### src/rtl/keypad_scanner_if.sv
// Purpose : keypad pins plus the decoded-key outputs of keypad_scanner, bundled as one port.
// Latency : n/a (wires only).
// Backpressure: none; key_valid is a one-cycle pulse the consumer must take when it appears.
// Signals: rows (keypad rows, active-low), cols (column drives, active-low),
//          key_code (last accepted hex key), key_valid (accept pulse), key_held (key down).
// master = scanner side, slave = keypad/consumer side.
interface keypad_scanner_if;
  logic [3:0] rows;
  logic [3:0] cols;
  logic [3:0] key_code;
  logic       key_valid;
  logic       key_held;

  modport master (
    input  rows,
    output cols,
    output key_code,
    output key_valid,
    output key_held
  );

  modport slave (
    output rows,
    input  cols,
    input  key_code,
    input  key_valid,
    input  key_held
  );
endinterface

### src/rtl/keypad_scanner.sv
// Purpose : scans a 4x4 active-low keypad, debounces press/release, reports each key once.
// Latency : key_valid DEBOUNCE_CNT cycles after the scan sample + 1; key_held drops DEBOUNCE_CNT after release seen.
// Backpressure: none; key_valid pulses once per press and is not repeated while the key is held.
// Ports: int_osc (clock), reset (async, active-low), kp (master modport: rows in;
//        cols, key_code, key_valid, key_held out).
module keypad_scanner #(
  parameter int SCAN_DIV     = 24000,
  parameter int DEBOUNCE_CNT = 480000
) (
  input  logic             int_osc,
  input  logic             reset,
  keypad_scanner_if.master kp
);

  localparam int DW = $clog2(SCAN_DIV);
  localparam int SW = $clog2(DEBOUNCE_CNT);
  localparam logic [DW-1:0] DWELL_LAST  = DW'(SCAN_DIV - 1);
  localparam logic [SW-1:0] STABLE_LAST = SW'(DEBOUNCE_CNT - 1);

  typedef enum logic [1:0] {SCAN, DEBOUNCE, HELD, RELEASE} state_t;

  state_t        state;
  logic [3:0]    rows_meta;
  logic [3:0]    rs;
  logic [1:0]    col;
  logic [DW-1:0] dwell;
  logic [SW-1:0] stable;
  logic [3:0]    rpat;
  logic [1:0]    rrow;
  logic [1:0]    ccap;
  logic [3:0]    key_code_q;
  logic          key_valid_q;
  logic          key_held_q;

  // Index of the single low bit; only meaningful when exactly one bit is low.
  function automatic logic [1:0] low_row(input logic [3:0] p);
    casez (p)
      4'b???0: low_row = 2'd0;
      4'b??01: low_row = 2'd1;
      4'b?011: low_row = 2'd2;
      default: low_row = 2'd3;
    endcase
  endfunction

  function automatic logic [3:0] key_map(input logic [1:0] r, input logic [1:0] c);
    case ({r, c})
      4'b00_00: key_map = 4'h1;
      4'b00_01: key_map = 4'h2;
      4'b00_10: key_map = 4'h3;
      4'b00_11: key_map = 4'hA;
      4'b01_00: key_map = 4'h4;
      4'b01_01: key_map = 4'h5;
      4'b01_10: key_map = 4'h6;
      4'b01_11: key_map = 4'hB;
      4'b10_00: key_map = 4'h7;
      4'b10_01: key_map = 4'h8;
      4'b10_10: key_map = 4'h9;
      4'b10_11: key_map = 4'hC;
      4'b11_00: key_map = 4'hE;
      4'b11_01: key_map = 4'h0;
      4'b11_10: key_map = 4'hF;
      default:  key_map = 4'hD;
    endcase
  endfunction

  // Rows are asynchronous to int_osc; idle (pulled-up) value is all ones.
  always_ff @(posedge int_osc or negedge reset) begin
    if (!reset) begin
      rows_meta <= 4'hF;
      rs        <= 4'hF;
    end else begin
      rows_meta <= kp.rows;
      rs        <= rows_meta;
    end
  end

  always_ff @(posedge int_osc or negedge reset) begin
    if (!reset) begin
      state       <= SCAN;
      col         <= 2'd0;
      dwell       <= '0;
      stable      <= '0;
      rpat        <= 4'hF;
      rrow        <= 2'd0;
      ccap        <= 2'd0;
      key_code_q  <= 4'h0;
      key_valid_q <= 1'b0;
      key_held_q  <= 1'b0;
    end else begin
      key_valid_q <= 1'b0;
      case (state)
        SCAN: begin
          if (dwell == DWELL_LAST) begin
            dwell <= '0;
            // Zero or multiple low rows are ambiguous: move on instead of guessing.
            if ($countones(~rs) == 1) begin
              rpat   <= rs;
              rrow   <= low_row(rs);
              ccap   <= col;
              stable <= '0;
              state  <= DEBOUNCE;
            end else begin
              col <= col + 2'd1;
            end
          end else begin
            dwell <= dwell + DW'(1);
          end
        end
        DEBOUNCE: begin
          if (rs != rpat) begin
            // Bounce: retry the same column from a fresh dwell.
            dwell <= '0;
            state <= SCAN;
          end else if (stable == STABLE_LAST) begin
            stable      <= '0;
            key_code_q  <= key_map(rrow, ccap);
            key_valid_q <= 1'b1;
            key_held_q  <= 1'b1;
            state       <= HELD;
          end else begin
            stable <= stable + SW'(1);
          end
        end
        HELD: begin
          if (rs[rrow]) begin
            stable <= '0;
            state  <= RELEASE;
          end
        end
        RELEASE: begin
          if (!rs[rrow]) begin
            // Release bounce: back to HELD without a new pulse.
            stable <= '0;
            state  <= HELD;
          end else if (stable == STABLE_LAST) begin
            stable     <= '0;
            dwell      <= '0;
            key_held_q <= 1'b0;
            col        <= col + 2'd1;
            state      <= SCAN;
          end else begin
            stable <= stable + SW'(1);
          end
        end
        default: state <= SCAN;
      endcase
    end
  end

  assign kp.cols      = ~(4'b0001 << col);
  assign kp.key_code  = key_code_q;
  assign kp.key_valid = key_valid_q;
  assign kp.key_held  = key_held_q;

endmodule

### src/flat_wrapper.sv
// flat-port wrapper written by rule: the top's interface ports become plain ports
module keypad_scanner_flat 
#(
  parameter int SCAN_DIV     = 24000,
  parameter int DEBOUNCE_CNT = 480000
)
  (int_osc, reset, kp_rows, kp_cols, kp_key_code, kp_key_valid, kp_key_held);
  keypad_scanner_if kp_i ();
  input  logic int_osc;
  input  logic reset;
  input wire logic [$bits(kp_i.rows)-1:0] kp_rows;
  output wire logic [$bits(kp_i.cols)-1:0] kp_cols;
  output wire logic [$bits(kp_i.key_code)-1:0] kp_key_code;
  output wire logic [$bits(kp_i.key_valid)-1:0] kp_key_valid;
  output wire logic [$bits(kp_i.key_held)-1:0] kp_key_held;
  assign kp_i.rows = kp_rows;
  assign kp_cols = kp_i.cols;
  assign kp_key_code = kp_i.key_code;
  assign kp_key_valid = kp_i.key_valid;
  assign kp_key_held = kp_i.key_held;
  keypad_scanner #(.SCAN_DIV(SCAN_DIV), .DEBOUNCE_CNT(DEBOUNCE_CNT)) u_core (.int_osc(int_osc), .reset(reset), .kp(kp_i));
endmodule
### config.mk
export PLATFORM = sky130hd
export DESIGN_NAME = keypad_scanner_flat
export DESIGN_NICKNAME = d
export VERILOG_FILES = /design/src/rtl/keypad_scanner_if.sv /design/src/rtl/keypad_scanner.sv /design/src/flat_wrapper.sv
export SDC_FILE = /design/constraint.sdc
export NUM_CORES = 1
export LEC_CHECK = 0
export ABC_AREA = 1
export CORE_ASPECT_RATIO = 0.75
export CORE_MARGIN = 1.5
export CORE_UTILIZATION = 30
export CTS_BUF_LIST = sky130_fd_sc_hd__clkbuf_8
export CTS_CLUSTER_DIAMETER = 150
export DETAILED_ROUTE_END_ITERATION = 6
export HOLD_SLACK_MARGIN = 0.15
export PLACE_DENSITY = 0.52
export SLEW_MARGIN = 30
export SYNTH_ARGS = -nofsm -noshare
export SYNTH_HDL_FRONTEND = slang
export SYNTH_SLANG_ARGS = --single-unit
### constraint.sdc
create_clock -name int_osc -period 4 [get_ports int_osc]
set_input_delay 0.6 -clock int_osc [delete_from_list [all_inputs] [get_ports int_osc]]
set_output_delay 0.6 -clock int_osc [all_outputs]
set_load 0.02 [all_outputs]
==> results_dict.tcl, run 1 <==
set metrics [dict create \
    dp_hpwl_um 6700 \
    postRouteAntennaNets 0 \
    fin_crit_sh 0.750 \
    ys_ff_latch 60 \
    ys_top_cells_by_count "nand2_1 (163), inv_1 (60), nor2_1 (56)" \
    hp-class "in2async" \
    max_stage_delay_ps 600 \
    cp_max_fo 14 \
    clock-skew-final_ps 10.9 \
    syn_inst 536 \
    cts_resized 0 \
    finalSetupViolCount 0 \
    max_slew.worst_pin.slew_ps 629 \
    dr.pass1.iters 5 \
    drc_errors 0 \
    crit_buf_inv 3 \
    crit_chain "inv_2 > ha_1 > ha_1 > fa_1 > nor3_1 > inv_1 > nand2_1 > nand2_1 > nor2_4 > inv_2 > nand2_1 > o21ai_0" \
    dr_total_vias 3407 \
    boundaryPins 16 \
    power.density_nw_per_um2 293 \
    peakVddDrop_uv 122 \
    coreArea_um2 12400 \
    async_reset_ff_frac 1.00 \
    antenna_found_initial 0 \
    crit_top_cell "nand2_1" \
    setup-tns-final_ps 0 \
    grt_pass1_vias 3228 \
    p_leak_nw 2.03 \
    clockRootBuffer "clkbuf_8" \
    place_ws_ps 980 \
    nets 575 \
    layout-drive-gt1-share 0.104 \
    hold_viol_final 0 \
    setup_ws_ps 1000 \
    grt_max_degree 43 \
    cts_sinks 60 \
    dieArea_um2 13600 \
    period_needed_ps 3000 \
    avgSynthCellArea_um2 7.24 \
    status "complete, no violations" \
    yosysTopAreaCellShare 0.310 \
    rows 35 \
    crit_family "adder cells" \
    wl_um 9020 \
    gp_congestion 0.851 \
    yosysUniqueCellTypes 36 \
    grt_overflow_total 0 \
    drt_iter0_drc 221 \
    start_util 0.312 \
    synth_edf_count 0 \
    die_h_um 101 \
    post_drt_wl_per_cell_um 12.5 \
    syn-num-nets 559 \
    area_growth_pct 12.9 \
    rsz0062_at_grt "no" \
    slowest_stage "dfstp_2" \
    drv_slew 0 \
    n_fill_cell 1347 \
    path_class "reg2reg" \
    clock_latency_ps 350 \
    postCtsHoldBufs 0 \
    cts_made_buffers 9 \
    syn_area_um2 3880 \
    yosys_most_used_dff "dfrtp_1" \
    synth.area.top_cells "dfrtp_1 (31%), nand2_1 (16%), dfstp_2 (8.1%), nand3_1 (6.7%), inv_1 (5.8%)" \
    cts_tree "yes" \
    yosysTopAreaCell "dfrtp_1" \
    ys_seq_area_frac 0.391 \
    yosysWarnings 0 \
    worstPathArrival_ps 3210 \
    io_buffers 15 \
    cap_violations 0 \
    grt_pass1_wl_um 15500 \
    slew_headroom 0.581 \
    start_kind "register" \
    cts_buffer_depth 2 \
    path_clk_slew_ps 70 \
    fmax_ghz 0.333 \
    h-tree-depth 3 \
    vias_per_cell 4.71 \
    required_ps 4210 \
    cts_setup_buffers 0 \
    synth.most_common_cell "nand2_1" \
    grt_usage 0.143 \
    die_w_um 134 \
    end_kind "register" \
    diodes 0 \
]
-- worst register-to-register path, cell delays in order (launching register included) --
cell	delay, ps
dfstp_2	600
inv_2	70
ha_1	290
ha_1	210
fa_1	440
nor3_1	330
inv_1	70
nand2_1	80
nand2_1	110
nor2_4	320
inv_2	170
nand2_1	90
o21ai_0	70
-- layer usage --
layer	global-route usage	wire, um
met2	0.214	3790
met3	0.0380	410
met1	0.203	4710
met4	0.0438	113
met5	0	0
-- registers in the layout, summed over array words and instances, names as in the netlist, 4 cells and up --
register            cells
u_core.rs               4
u_core.rows_meta        4
u_core.kp.key_code      4
u_core.stable          19
u_core.dwell           15
u_core.rpat             4
-- report_power, final --
group          internal, mW  switching, mW  total [mW]  leakage, nW
clock                 0.381          0.244       0.625        0.117
combinational        0.0126         0.0269      0.0396         1.13
sequential            0.614        0.00336       0.618        0.782
-- stage by stage --
stage          std cells  hold slack, ps  total power [mW]  instance area (um^2)   util
6_report             723             233              1.28                  4380  0.352
5_1_grt              723             258              1.34                  4380  0.352
4_1_cts              723             355              1.31                  4380  0.352
3_5_place_dp         707             347             0.669                  4150  0.334
3_3_place_gp         707             347             0.668                  4150  0.334
2_1_floorplan        536             304             0.646                  3880      -
-- cells in the final DEF (no fill, tap or decap), types with 2 or more instances in the layout --
cell / instances
nand2_1: 163
inv_1: 61
nor2_1: 56
nand3_1: 52
dfrtp_1: 48
o21ai_0: 26
ha_1: 16
clkdlybuf4s50_1: 14
o21ai_1: 13
nand4_1: 12
dfstp_2: 12
nor3_1: 11
clkbuf_8: 11
inv_2: 8
xor2_1: 7
a21oi_1: 6
o21ai_2: 6
nor2_2: 4
nand3b_1: 4
nand2_4: 3
o22ai_1: 3
nand2_2: 2
nor2_4: 2
nor3b_1: 2
xnor2_1: 2
bufinv_16: 2
buf_4: 2
-- layout make-up --
| cell class | count | area [um^2] | area share |
|---|---|---|---|
| timing repair buffer | 16 | 155 | 0.0354 |
| sequential | 60 | 1520 | 0.346 |
| tap | 166 | 208 | 0.0474 |
| inverter | 69 | 264 | 0.0603 |
| clock inverter | 5 | 76.3 | 0.0174 |
| multi-input combinational | 396 | 2010 | 0.459 |
| clock buffer | 11 | 151 | 0.0346 |
-- final timing paths --
check,slack [ps],start,to,cells past startpoint
max in group asynchronous,3080,reset,u_core.stable[14],2
setup reg to reg,1000,u_core.rs[0],u_core.stable[2],12
min in group int_osc,360,u_core.rows_meta[2],u_core.rs[2],0
hold / removal,230,reset,u_core.rrow[1],1
setup / recovery,1000,u_core.rs[0],u_core.stable[2],12
hold reg to reg,360,u_core.rows_meta[2],u_core.rs[2],0
-- cell families after synthesis --
logic type | after synthesis | share of synthesized area
buffers and inverters | 80 | 0.0909
DFF | 60 | 0.391
adders and majority gates | 17 | 0.0568
AOI/OAI and AO/OA | 55 | 0.0784
and+or+nand+nor | 315 | 0.363
xor gates and xnor gates | 9 | 0.0203
No activity file was read; power rests on OpenSTA's default activity.
==> run 2, diff against run 1 <==
==> constraint.sdc (replaced) <==
create_clock -name int_osc -period 2.9 [get_ports int_osc]
set_input_delay 0.435 -clock int_osc [delete_from_list [all_inputs] [get_ports int_osc]]
set_output_delay 0.435 -clock int_osc [all_outputs]
set_load 0.02 [all_outputs]
==> results_dict.tcl, run 2 (synthesis results as in run 1) <==
set metrics [dict create \
    start_util 0.312 \
    layout_commonest_cell "nand2_1" \
    slew_headroom 0.434 \
    grt_pass1_vias 3253 \
    dp.cells 714 \
    h-tree-depth 3 \
    reg.largest.list "u_core.stable (19), u_core.dwell (15)" \
    grt_overflow_total 0 \
    cts_buffer_depth 2 \
    cp_max_fo 6 \
    wl_um 9130 \
    rows 35 \
    drt_iter0_drc 155 \
    fin_util 0.359 \
    grt_max_degree 38 \
    setup-tns-final_ps 0 \
    cts_sinks 60 \
    rsz0062_at_grt "no" \
    cts_tree "yes" \
    path_clk_slew_ps 70 \
    clock-skew-final_ps 19.5 \
    grt_pass1_wl_um 15900 \
    boundaryPins 16 \
    dieArea_um2 13600 \
    finalSetupViolCount 0 \
    area_growth_pct 15.2 \
    r2r_cells 13 \
    fin_cells 733 \
    antenna_found_initial 0 \
    path_class "reg2reg" \
    r2r-start "u_core.rs[0]" \
    layout-drive-gt1-share 0.122 \
    period_needed_ps 2640 \
    coreArea_um2 12400 \
    dr.pass1.iters 5 \
    p_leak_nw 2.08 \
    die_h_um 101 \
    required_ps 3140 \
    final_cell_mix "nand2_1 (163), inv_1 (61), nor2_1 (56), nand3_1 (52), dfrtp_1 (48)" \
    top_register "u_core.stable" \
    post_drt_wl_per_cell_um 12.5 \
    diodes 0 \
    dp_hpwl_um 6770 \
    io_buffers 15 \
    worstPathArrival_ps 2880 \
    postRouteAntennaNets 0 \
    status "complete, no violations" \
    drv_slew 0 \
    r2r-end "u_core.stable[12]" \
    fmax_ghz 0.379 \
    hold_viol_final 0 \
    start_kind "register" \
    largest_reg_flops 19 \
    clock_latency_ps 360 \
    cap_violations 0 \
    vias_per_cell 4.70 \
    nets 585 \
    end_kind "register" \
    cts_made_buffers 9 \
    max_slew.worst_pin.slew_ps 848 \
    die_w_um 134 \
    drc_errors 0 \
    dr_total_vias 3448 \
    grt_usage 0.150 \
    ff2ff_setup_slack_ps 260 \
    gp_congestion 0.886 \
    hp-class "in2async" \
    peakVddDrop_uv 184 \
    clockRootBuffer "clkbuf_8" \
    power.density_nw_per_um2 406 \
    fin_crit_sh 0.911 \
]
run 2: worst max path at each step:
stage / cells past startpoint / start / to / slack [ps]
CTS: 12 / u_core.rs[0] / u_core.stable[18] / 80
finish: 13 / u_core.rs[0] / u_core.stable[12] / 260
detailed placement: 13 / u_core.rs[0] / u_core.stable[6] / 90
global route: 13 / u_core.rs[0] / u_core.stable[15] / 30
global placement: 13 / u_core.rs[0] / u_core.stable[6] / 170
floorplan: 13 / u_core.rs[0] / u_core.stable[13] / 370
run 2: where the power goes:
part / switching, mW / internal [mW] / leakage [nW] / total [mW]
clock: 0.350 / 0.553 / 0.124 / 0.903
combinational: 0.0387 / 0.0224 / 1.18 / 0.0611
sequential: 0.00472 / 0.847 / 0.782 / 0.852
total: 0.393 / 1.42 / 2.08 / 1.82
run 2: through the flow:
step | hold WS (ps) | area (um^2) | total power [mW] | setup WS, ps
5_1_grt | 233 | 4470 | 1.90 | 29.4
6_report | 182 | 4470 | 1.82 | 258
2_1_floorplan | 139 | 3880 | 0.891 | 367
4_1_cts | 208 | 4440 | 1.85 | 75.2
3_3_place_gp | 347 | 4200 | 0.927 | 170
3_5_place_dp | 349 | 4200 | 0.929 | 94.1
run 2: area by class of cell:
type | instances | area, um^2
Fill cell | 1295 | 7970
Multi-Input combinational cell | 396 | 2020
Sequential cell | 60 | 1520
Inverter | 69 | 264
Timing Repair Buffer | 26 | 228
Tap cell | 166 | 208
Clock buffer | 12 | 165
Clock inverter | 4 | 72.6
run 2: repair_timing:
| action | in CTS | in global routing |
|---|---|---|
| resized for setup | 0 | 1 |
| setup endpoints to repair | 0 | 18 |
| hold buffers | 0 | 0 |
| setup buffers | 0 | 3 |
run 2: worst max-delay path: stages, from the launching register on:
cell and delay (ps):
dfstp_2 590, inv_2 70, ha_1 290, ha_1 210
fa_1 450, nor3_2 150, inv_1 60, nand2_1 70
nand2_1 110, nor2_4 210, buf_4 170, nand2_1 60
nand2_1 50, nand2_1 40
run 2: layer usage:
metal  track usage  wire length, um
met3        0.0400              397
met2         0.226             3850
met4        0.0571              159
met1         0.205             4730
met5             0                0
==> run 3, diff against run 2 <==
--- a/config.mk
+++ b/config.mk
@@ -9,7 +9,6 @@
 export CORE_ASPECT_RATIO = 0.75
 export CORE_MARGIN = 1.5
 export CORE_UTILIZATION = 30
-export CTS_BUF_LIST = sky130_fd_sc_hd__clkbuf_8
 export CTS_CLUSTER_DIAMETER = 150
 export DETAILED_ROUTE_END_ITERATION = 6
 export HOLD_SLACK_MARGIN = 0.15
==> results_dict.tcl, run 3 (synthesis results as in run 1) <==
set metrics [dict create \
    status "complete, no violations" \
    vias_per_cell 4.73 \
    crit_chain "inv_2 > ha_1 > ha_1 > fa_1 > nor3_2 > inv_1 > nand2_1 > nand2_1 > nor2_4 > buf_4 > nand2_1 > nand2_1 > nand2_1" \
    layout_commonest_cell "nand2_1" \
    top_register "u_core.stable" \
    drt_iter0_drc 183 \
    die_h_um 101 \
    fin_crit_sh 0.920 \
    peakVddDrop_uv 264 \
    dp_hpwl_um 6770 \
    max_slew.worst_pin.slew_ps 847 \
    finalSetupViolCount 0 \
    hp-class "in2async" \
    crit_family "adder cells" \
    drv_slew 0 \
    required_ps 3120 \
    end_kind "register" \
    grt_overflow_total 0 \
    die_w_um 134 \
    postRouteAntennaNets 0 \
    clockRootBuffer "clkbuf_16" \
    cts_buffer_depth 2 \
    post_drt_wl_per_cell_um 12.4 \
    fin_hold_ws_ps 207 \
    reg.largest.list "u_core.stable (19), u_core.dwell (15)" \
    r2r-start "u_core.rs[0]" \
    nets 585 \
    drc_errors 0 \
    r2r-end "u_core.stable[12]" \
    p_leak_nw 2.12 \
    switching_share 0.203 \
    crit_top_cell "nand2_1" \
    crit_buf_inv 3 \
    gp_congestion 0.886 \
    clkPwrFrac 0.569 \
    slew_headroom 0.435 \
    cts_made_buffers 9 \
    dieArea_um2 13600 \
    seqPwrFrac 0.401 \
    layout-drive-gt1-share 0.122 \
    grt_usage 0.149 \
    slowest_stage "dfstp_2" \
    diodes 0 \
    max_stage_delay_ps 590 \
    fmax_ghz 0.375 \
    cp.depth 13 \
    antenna_found_initial 0 \
    boundaryPins 16 \
    worstPathArrival_ps 2890 \
    final_cell_mix "nand2_1 (163), inv_1 (60), nor2_1 (56), nand3_1 (52), dfrtp_1 (48)" \
    wl_um 9100 \
    area_growth_pct 17.8 \
    combPwrFrac 0.029 \
    cap_violations 0 \
    r2r_cells 13 \
    rsz0062_at_grt "no" \
    grt_pass1_wl_um 15900 \
    p_int_mw 1.69 \
    clock_latency_ps 340 \
    io_buffers 15 \
    clock-skew-final_ps 13.0 \
    power.switching_uw 431 \
    period_needed_ps 2670 \
    start_util 0.312 \
    start_kind "register" \
    ff2ff_setup_slack_ps 230 \
    hold_viol_final 0 \
    path_clk_slew_ps 50 \
    cts_sinks 60 \
    coreArea_um2 12400 \
    cp_max_fo 6 \
    h-tree-depth 3 \
    path_class "reg2reg" \
    grt_max_degree 38 \
    dr.pass1.iters 5 \
    largest_reg_flops 19 \
    setup-tns-final_ps 0 \
    cts_tree "yes" \
    power.density_nw_per_um2 465 \
    dr_total_vias 3467 \
    rows 35 \
    grt_pass1_vias 3264 \
]
-- run 3: cell type report --
class,instances,area [um^2]
clock buffers,13,270
inverters,69,264
multi-input cells,396,2020
clock inverters,3,68.8
well taps,166,208
repair buffers,26,228
flip-flops and latches,60,1520
fillers,1280,7870
-- run 3: worst register-to-register path, stage by stage (launching register included) --
cell and delay (ps):
dfstp_2 590, inv_2 70, ha_1 290, ha_1 210, fa_1 450, nor3_2 170
inv_1 60, nand2_1 70, nand2_1 110, nor2_4 210, buf_4 170, nand2_1 60
nand2_1 50, nand2_1 40
-- run 3: routing by layer --
metal  track usage  vias up  routed length [um]
met1         0.205     1597                4640
met3        0.0370       16                 443
met4        0.0596        0                 163
met2         0.227       84                3850
met5             0        -                   0
li1              -     1770                   -
-- run 3: power by group through the flow --
stage                     Sequential (mW)  Combinational [mW]  Clock [mW]
after floorplan                     0.866              0.0243           0
after global placement              0.867              0.0604           0
after detailed placement            0.867              0.0615           0
after CTS                           0.853              0.0618        1.24
after global routing                0.854              0.0725        1.28
final                               0.853              0.0620        1.21
-- run 3: stage by stage --
step           worst slack, ps  instance area, um^2  power [mW]  std cells   util
2_1_floorplan              367                 3880       0.891        536      -
3_3_place_gp               170                 4200       0.927        714  0.338
3_5_place_dp              94.1                 4200       0.929        714  0.338
4_1_cts                   79.5                 4540        2.16        730  0.365
5_1_grt                   38.5                 4570        2.20        733  0.368
6_report                   231                 4570        2.13        733  0.368
-- run 3: what timing repair did --
action,in CTS,in global routing
resized for setup,0,1
endpoints found under the setup margin,0,18
hold buffers,0,0
buffers inserted,0,3
-- run 3: worst max-delay path by stage --
stage                 start           endpoint
5_1_grt        u_core.rs[0]  u_core.stable[15]
4_1_cts        u_core.rs[0]  u_core.stable[18]
2_1_floorplan  u_core.rs[0]  u_core.stable[13]
6_report       u_core.rs[0]  u_core.stable[12]
3_3_place_gp   u_core.rs[0]   u_core.stable[6]
3_5_place_dp   u_core.rs[0]   u_core.stable[6]
